$ cat config.mk
export PLATFORM = sky130hd
export DESIGN_NAME = uart_ram_loader
export DESIGN_NICKNAME = d
export VERILOG_FILES = /design/src/rtl/uart_ram_loader.sv
export SDC_FILE = /design/constraint.sdc
export NUM_CORES = 1
export LEC_CHECK = 0
export CAP_MARGIN = 20
export CORE_ASPECT_RATIO = 0.5
export CORE_UTILIZATION = 40
export DETAILED_ROUTE_END_ITERATION = 12
export DONT_BUFFER_PORTS = 1
export HOLD_SLACK_MARGIN = 0.06
export PLACE_DENSITY = 0.51
export SYNTH_ARGS = -nofsm -noshare
export SYNTH_HDL_FRONTEND = slang
export SYNTH_SLANG_ARGS = --single-unit
$ cat constraint.sdc
create_clock -name clk -period 5.42 [get_ports clk]
set_input_delay 1.355 -clock clk [delete_from_list [all_inputs] [get_ports clk]]
set_output_delay 1.355 -clock clk [all_outputs]
set_load 0.01 [all_outputs]
$ cat src/rtl/uart_ram_loader.sv
// Receives 8N1 UART bytes and loads framed payloads (A5, len, data..., xor) into a byte RAM.
// Receiver and frame FSMs each use one always_comb (_d) and one always_ff (_q).
//
// state   | meaning
// RX_IDLE | line idle, waiting for a falling edge
// RX_START| counting to start-bit midpoint, re-checking low
// RX_DATA | sampling 8 data bits, LSB first
// RX_STOP | sampling stop bit
// F_IDLE  | waiting for 0xA5 header
// F_LEN   | waiting for length byte
// F_DATA  | writing payload bytes to RAM
// F_CSUM  | comparing checksum byte with running XOR
module uart_ram_loader #(
    parameter int CLKS_PER_BIT = 434,
    parameter int DEPTH        = 65
) (
    input  logic       clk,
    input  logic       reset,
    input  logic       rx,
    output logic       wr_en,
    output logic [7:0] wr_addr,
    output logic [7:0] wr_data,
    output logic       load_active,
    output logic       done,
    output logic       err
);
    localparam int CNT_W = (CLKS_PER_BIT > 2) ? $clog2(CLKS_PER_BIT) : 1;
    localparam logic [CNT_W-1:0] BIT_LAST  = CNT_W'(CLKS_PER_BIT - 1);
    localparam logic [CNT_W-1:0] HALF_LAST = CNT_W'(CLKS_PER_BIT / 2 - 1);
    localparam logic [8:0]       DEPTH_MAX = 9'(DEPTH);

    typedef enum logic [1:0] {RX_IDLE, RX_START, RX_DATA, RX_STOP} rx_state_t;
    typedef enum logic [1:0] {F_IDLE, F_LEN, F_DATA, F_CSUM} f_state_t;

    logic rx_meta_q, rx_sync_q, rx_prev_q;
    rx_state_t rx_state_q, rx_state_d;
    logic [CNT_W-1:0] cnt_q, cnt_d;
    logic [2:0] idx_q, idx_d;
    logic [7:0] shift_q, shift_d, byte_q, byte_d;
    logic byte_valid_q, byte_valid_d, frame_err_q, frame_err_d;

    always_comb begin
        rx_state_d   = rx_state_q;
        cnt_d        = cnt_q;
        idx_d        = idx_q;
        shift_d      = shift_q;
        byte_d       = byte_q;
        byte_valid_d = 1'b0;
        frame_err_d  = 1'b0;
        case (rx_state_q)
            RX_IDLE: begin
                if (rx_prev_q && !rx_sync_q) begin
                    cnt_d      = HALF_LAST;
                    rx_state_d = RX_START;
                end
            end
            RX_START: begin
                if (cnt_q == '0) begin
                    if (!rx_sync_q) begin
                        cnt_d      = BIT_LAST;
                        idx_d      = 3'd0;
                        rx_state_d = RX_DATA;
                    end else begin
                        rx_state_d = RX_IDLE;
                    end
                end else begin
                    cnt_d = cnt_q - CNT_W'(1);
                end
            end
            RX_DATA: begin
                if (cnt_q == '0) begin
                    shift_d = {rx_sync_q, shift_q[7:1]};
                    cnt_d   = BIT_LAST;
                    if (idx_q == 3'd7) rx_state_d = RX_STOP;
                    else               idx_d      = idx_q + 3'd1;
                end else begin
                    cnt_d = cnt_q - CNT_W'(1);
                end
            end
            RX_STOP: begin
                if (cnt_q == '0) begin
                    if (rx_sync_q) begin
                        byte_valid_d = 1'b1;
                        byte_d       = shift_q;
                    end else begin
                        frame_err_d  = 1'b1;
                    end
                    rx_state_d = RX_IDLE;
                end else begin
                    cnt_d = cnt_q - CNT_W'(1);
                end
            end
            default: rx_state_d = RX_IDLE;
        endcase
    end

    always_ff @(posedge clk) begin
        if (reset) begin
            rx_meta_q    <= 1'b1;
            rx_sync_q    <= 1'b1;
            rx_prev_q    <= 1'b1;
            rx_state_q   <= RX_IDLE;
            cnt_q        <= '0;
            idx_q        <= 3'd0;
            shift_q      <= 8'd0;
            byte_q       <= 8'd0;
            byte_valid_q <= 1'b0;
            frame_err_q  <= 1'b0;
        end else begin
            rx_meta_q    <= rx;
            rx_sync_q    <= rx_meta_q;
            rx_prev_q    <= rx_sync_q;
            rx_state_q   <= rx_state_d;
            cnt_q        <= cnt_d;
            idx_q        <= idx_d;
            shift_q      <= shift_d;
            byte_q       <= byte_d;
            byte_valid_q <= byte_valid_d;
            frame_err_q  <= frame_err_d;
        end
    end

    f_state_t f_state_q, f_state_d;
    logic [7:0] len_q, len_d, addr_q, addr_d, csum_q, csum_d;
    logic [7:0] wr_addr_q, wr_addr_d, wr_data_q, wr_data_d;
    logic wr_en_q, wr_en_d, load_active_q, load_active_d, done_q, done_d, err_q, err_d;

    always_comb begin
        f_state_d     = f_state_q;
        len_d         = len_q;
        addr_d        = addr_q;
        csum_d        = csum_q;
        wr_addr_d     = wr_addr_q;
        wr_data_d     = wr_data_q;
        load_active_d = load_active_q;
        err_d         = err_q;
        wr_en_d       = 1'b0;
        done_d        = 1'b0;
        // A framing error aborts any frame in progress; stray ones while idle are ignored.
        if (frame_err_q && f_state_q != F_IDLE) begin
            err_d         = 1'b1;
            load_active_d = 1'b0;
            f_state_d     = F_IDLE;
        end else if (byte_valid_q) begin
            case (f_state_q)
                F_IDLE: begin
                    if (byte_q == 8'hA5) begin
                        load_active_d = 1'b1;
                        err_d         = 1'b0;
                        csum_d        = 8'd0;
                        f_state_d     = F_LEN;
                    end
                end
                F_LEN: begin
                    if (byte_q != 8'd0 && {1'b0, byte_q} <= DEPTH_MAX) begin
                        len_d     = byte_q;
                        addr_d    = 8'd0;
                        f_state_d = F_DATA;
                    end else begin
                        err_d         = 1'b1;
                        load_active_d = 1'b0;
                        f_state_d     = F_IDLE;
                    end
                end
                F_DATA: begin
                    wr_en_d   = 1'b1;
                    wr_addr_d = addr_q;
                    wr_data_d = byte_q;
                    csum_d    = csum_q ^ byte_q;
                    if (addr_q == len_q - 8'd1) f_state_d = F_CSUM;
                    else                        addr_d    = addr_q + 8'd1;
                end
                F_CSUM: begin
                    if (byte_q == csum_q) done_d = 1'b1;
                    else                  err_d  = 1'b1;
                    load_active_d = 1'b0;
                    f_state_d     = F_IDLE;
                end
                default: f_state_d = F_IDLE;
            endcase
        end
    end

    always_ff @(posedge clk) begin
        if (reset) begin
            f_state_q     <= F_IDLE;
            len_q         <= 8'd0;
            addr_q        <= 8'd0;
            csum_q        <= 8'd0;
            wr_addr_q     <= 8'd0;
            wr_data_q     <= 8'd0;
            wr_en_q       <= 1'b0;
            load_active_q <= 1'b0;
            done_q        <= 1'b0;
            err_q         <= 1'b0;
        end else begin
            f_state_q     <= f_state_d;
            len_q         <= len_d;
            addr_q        <= addr_d;
            csum_q        <= csum_d;
            wr_addr_q     <= wr_addr_d;
            wr_data_q     <= wr_data_d;
            wr_en_q       <= wr_en_d;
            load_active_q <= load_active_d;
            done_q        <= done_d;
            err_q         <= err_d;
        end
    end

    assign wr_en       = wr_en_q;
    assign wr_addr     = wr_addr_q;
    assign wr_data     = wr_data_q;
    assign load_active = load_active_q;
    assign done        = done_q;
    assign err         = err_q;
endmodule

==> results.sh <==
export IMPL_worst_pin_slew_ps=943.0
export IMPL_hpwl_um=5989
export IMPL_maxSlewHeadroom_pct=37.14
export IMPL_crit_arrival_ps=3010
export IMPL_power_density_mw_per_mm2=329.8
export IMPL_ir_drop_v=0.0002180
export IMPL_crit_path_top_delay_cell="or3b_1"
export IMPL_synth_cell_types=59
export IMPL_n_fill_cell=982
export IMPL_fin_nets=491
export IMPL_dp_cells=601
export IMPL_fin_crit_sh_pct=50.47
export IMPL_syn_to_final_growth_pct=9.462
export IMPL_min_path_type="reg2reg"
export IMPL_worstSetupPathType="reg2reg"
export IMPL_syn_num_nets=509
export IMPL_slowest_delay_ps=800
export IMPL_final_setup_tns_ps=0
export IMPL_diodes=0
export IMPL_cp_required_ps=5690
export IMPL_utilization_pct=45.67
export IMPL_p_seq_share_pct=43.3
export IMPL_drc=0
export IMPL_grt_pass1_vias=3046
export IMPL_die_h_um=72.54
export IMPL_clkPwrFrac_pct=46.6
export IMPL_clkSlewWorstSetupHoldPaths_ps=70
export IMPL_synthesis_instances=495
export IMPL_wl_per_cell_um=14.66
export IMPL_track_usage_pct=18.52
export IMPL_io_buffers=0
export IMPL_final_cells=617
export IMPL_ys_ff_latch=81
export IMPL_power_leakage_nw=1.603
export IMPL_period_needed_ps=2735
export IMPL_start_util_pct=41.72
export IMPL_viasPerCell=5.256
export IMPL_clock_latency_ps=340
export IMPL_cts_resized=0
export IMPL_gp_congestion=0.7843
export IMPL_cts_htree_levels=3
export IMPL_core_rowCount=25
export IMPL_swShare_pct=25.15
export IMPL_p_comb_share_pct=10.1
export IMPL_dpl_cell_area_sq_mm=0.004028
export IMPL_syn_area_per_cell_sq_um=8.041
export IMPL_setup_worst_path_end_class="flop"
export IMPL_hold_violations=0
export IMPL_start_kind="flop"
export IMPL_cap_violations=0
export IMPL_die_x_um=143.1
export IMPL_antenna_found_initial=0
export IMPL_num_vias=3243
export IMPL_max_freq_ghz=0.3656
export IMPL_path_max_fanout=28
export IMPL_rsz0062_at_grt="false"
export IMPL_yosys_warnings=0
export IMPL_postRouteAntennaNets=0
export IMPL_synth_seq_area_share_pct=40.74
export IMPL_p_int_mw=1.076
export IMPL_cts_sinks=81
export IMPL_synthFlopType="dfxtp_1"
export IMPL_drt_total_wl_um=9044
export IMPL_power_mw=1.437
export IMPL_postCtsHoldBufs=0
export IMPL_synthArstFlopShare_pct=0
export IMPL_synth_edf_count=0
export IMPL_fin_area_sq_mm=0.004357
export IMPL_synth_area_sq_mm=0.003980
export IMPL_drv_slew=0
export IMPL_die_area_sq_mm=0.01038
export IMPL_path_cells="nand2b_4, or3b_1, or3_1, o32ai_2, o2111a_1, mux2i_1"
export IMPL_grt_pass1_wl_um=14890
export IMPL_cts_tree="done"
export IMPL_p_sw_mw=0.3614
export IMPL_core_area_sq_mm=0.009540
export IMPL_regArea_sq_mm=0.001622
export IMPL_grt_start_max_net_pins=76
export IMPL_first_iter_violations=121
export IMPL_multiInputGateArea_sq_mm=0.002166
export IMPL_setup_violations=0
export IMPL_post_cts_buffers=0
export IMPL_clockRootBuffer="clkbuf_16"
export IMPL_gr_total_overflow=0
export IMPL_cts_buffers=9
export IMPL_status="complete, no violations"
export IMPL_pin_count=23
export IMPL_drive_gt1_share_pct=6.224
export IMPL_clockBufferDepth=2
export IMPL_drtPass1Iterations=4
export IMPL_clock_skew_final_ps=6.574
-- critical path: cells and delay by family (launching register included) --
family | cells | cell delay [ps]
mux | 1 | 170
flops | 1 | 540
compound gates | 2 | 480
simple gates | 3 | 1480
-- power by group through the flow --
stage / logic, mW / clock network, mW / registers [mW]
finish: 0.146 / 0.669 / 0.622
global route: 0.164 / 0.711 / 0.623
CTS: 0.146 / 0.686 / 0.622
detailed placement: 0.146 / 0 / 0.635
global placement: 0.147 / 0 / 0.636
floorplan: 0.133 / 0 / 0.629
-- layout by cell type, fill, tap and decap left out, types with 3 or more instances in the layout --
master / n
nand3_1: 18
or3_1: 9
dfxtp_1: 81
nor3b_1: 3
or4_1: 4
nor3_1: 13
a211oi_1: 7
nand2_1: 62
nor2b_1: 5
nor4_1: 7
nor4b_1: 3
nor2_1: 57
o21a_1: 3
or2_2: 5
mux2i_1: 18
xnor2_1: 6
clkbuf_16: 9
o21ai_0: 18
nand2b_1: 10
inv_1: 16
a21oi_1: 58
ha_1: 11
xor2_1: 5
o21bai_1: 3
-- layout make-up --
type	count	area share, %
Clock buffer	10	5.485
Clock inverter	6	2.068
Inverter	16	1.379
Multi-Input combinational cell	368	49.71
Sequential cell	81	37.22
Tap cell	135	3.877
Timing Repair Buffer	1	0.2585
-- flip-flops by register name, indices dropped and copies added (netlist names), named ones only --
signal,count
addr_q,8
load_active,1
done,1
wr_addr,8
byte_q,8
rx_state_q,1
rx_meta_q,1
len_q,8
idx_q,3
rx_sync_q,1
rx_prev_q,1
wr_en,1
f_state_q,1
byte_valid_q,1
wr_data,8
csum_q,8
frame_err_q,1
shift_q,8
cnt_q,9
err,1
-- metrics by stage --
step | hold slack [ps] | setup WS, ps
floorplan | 389.5 | 3088
finish | 413.3 | 2685
detailed placement | 403.2 | 2667
CTS | 415.9 | 2658
global route | 463.9 | 2499
global placement | 400.9 | 2708
-- worst paths after layout --
kind,from,endpoint,slack (ps),cells past startpoint
hold / removal,rx_meta_q,rx_sync_q,410,1
hold reg to reg,rx_meta_q,rx_sync_q,410,1
setup reg to reg,flop,addr_q[3],2680,6
setup / recovery,flop,addr_q[3],2680,6
-- metal layers --
metal	track usage, %	vias to the layer above	wire, um
met2	31.27	34	4222
met3	5.017	12	256
met1	22.93	1508	4434
met5	0	-	0
li1	-	1689	-
met4	6.452	0	131
-- synth_stat cells (all sizes together), types with 3 or more instances --
| cell | n | area (sq um) |
|---|---|---|
| a211oi | 7 | 52.55 |
| a21oi | 58 | 290.3 |
| buf | 7 | 46.29 |
| clkbuf | 23 | 86.33 |
| dfxtp | 81 | 1622 |
| ha | 11 | 137.6 |
| inv | 16 | 60.06 |
| mux2i | 18 | 180.2 |
| nand2 | 62 | 232.7 |
| nand2b | 11 | 76.32 |
| nand3 | 18 | 90.09 |
| nor2 | 57 | 214.0 |
| nor2b | 6 | 45.04 |
| nor3 | 13 | 65.06 |
| nor3b | 4 | 35.03 |
| nor4 | 7 | 43.79 |
| nor4b | 3 | 26.28 |
| o21a | 3 | 22.52 |
| o21ai | 20 | 100.1 |
| o21bai | 3 | 22.52 |
| or2 | 5 | 31.28 |
| or3 | 10 | 67.56 |
| or3b | 3 | 26.28 |
| or4 | 4 | 30.03 |
| xnor2 | 6 | 52.55 |
| xor2 | 5 | 43.79 |
-- logic make-up after synthesis --
logic type / synth area share, %
simple gates: 26.56
compound gates: 17.45
flops: 40.74
buf+inv: 4.841
mux: 4.527
xor+xnor: 2.421
fa+ha+maj: 3.458
No activity file was read; power rests on OpenSTA's default activity.
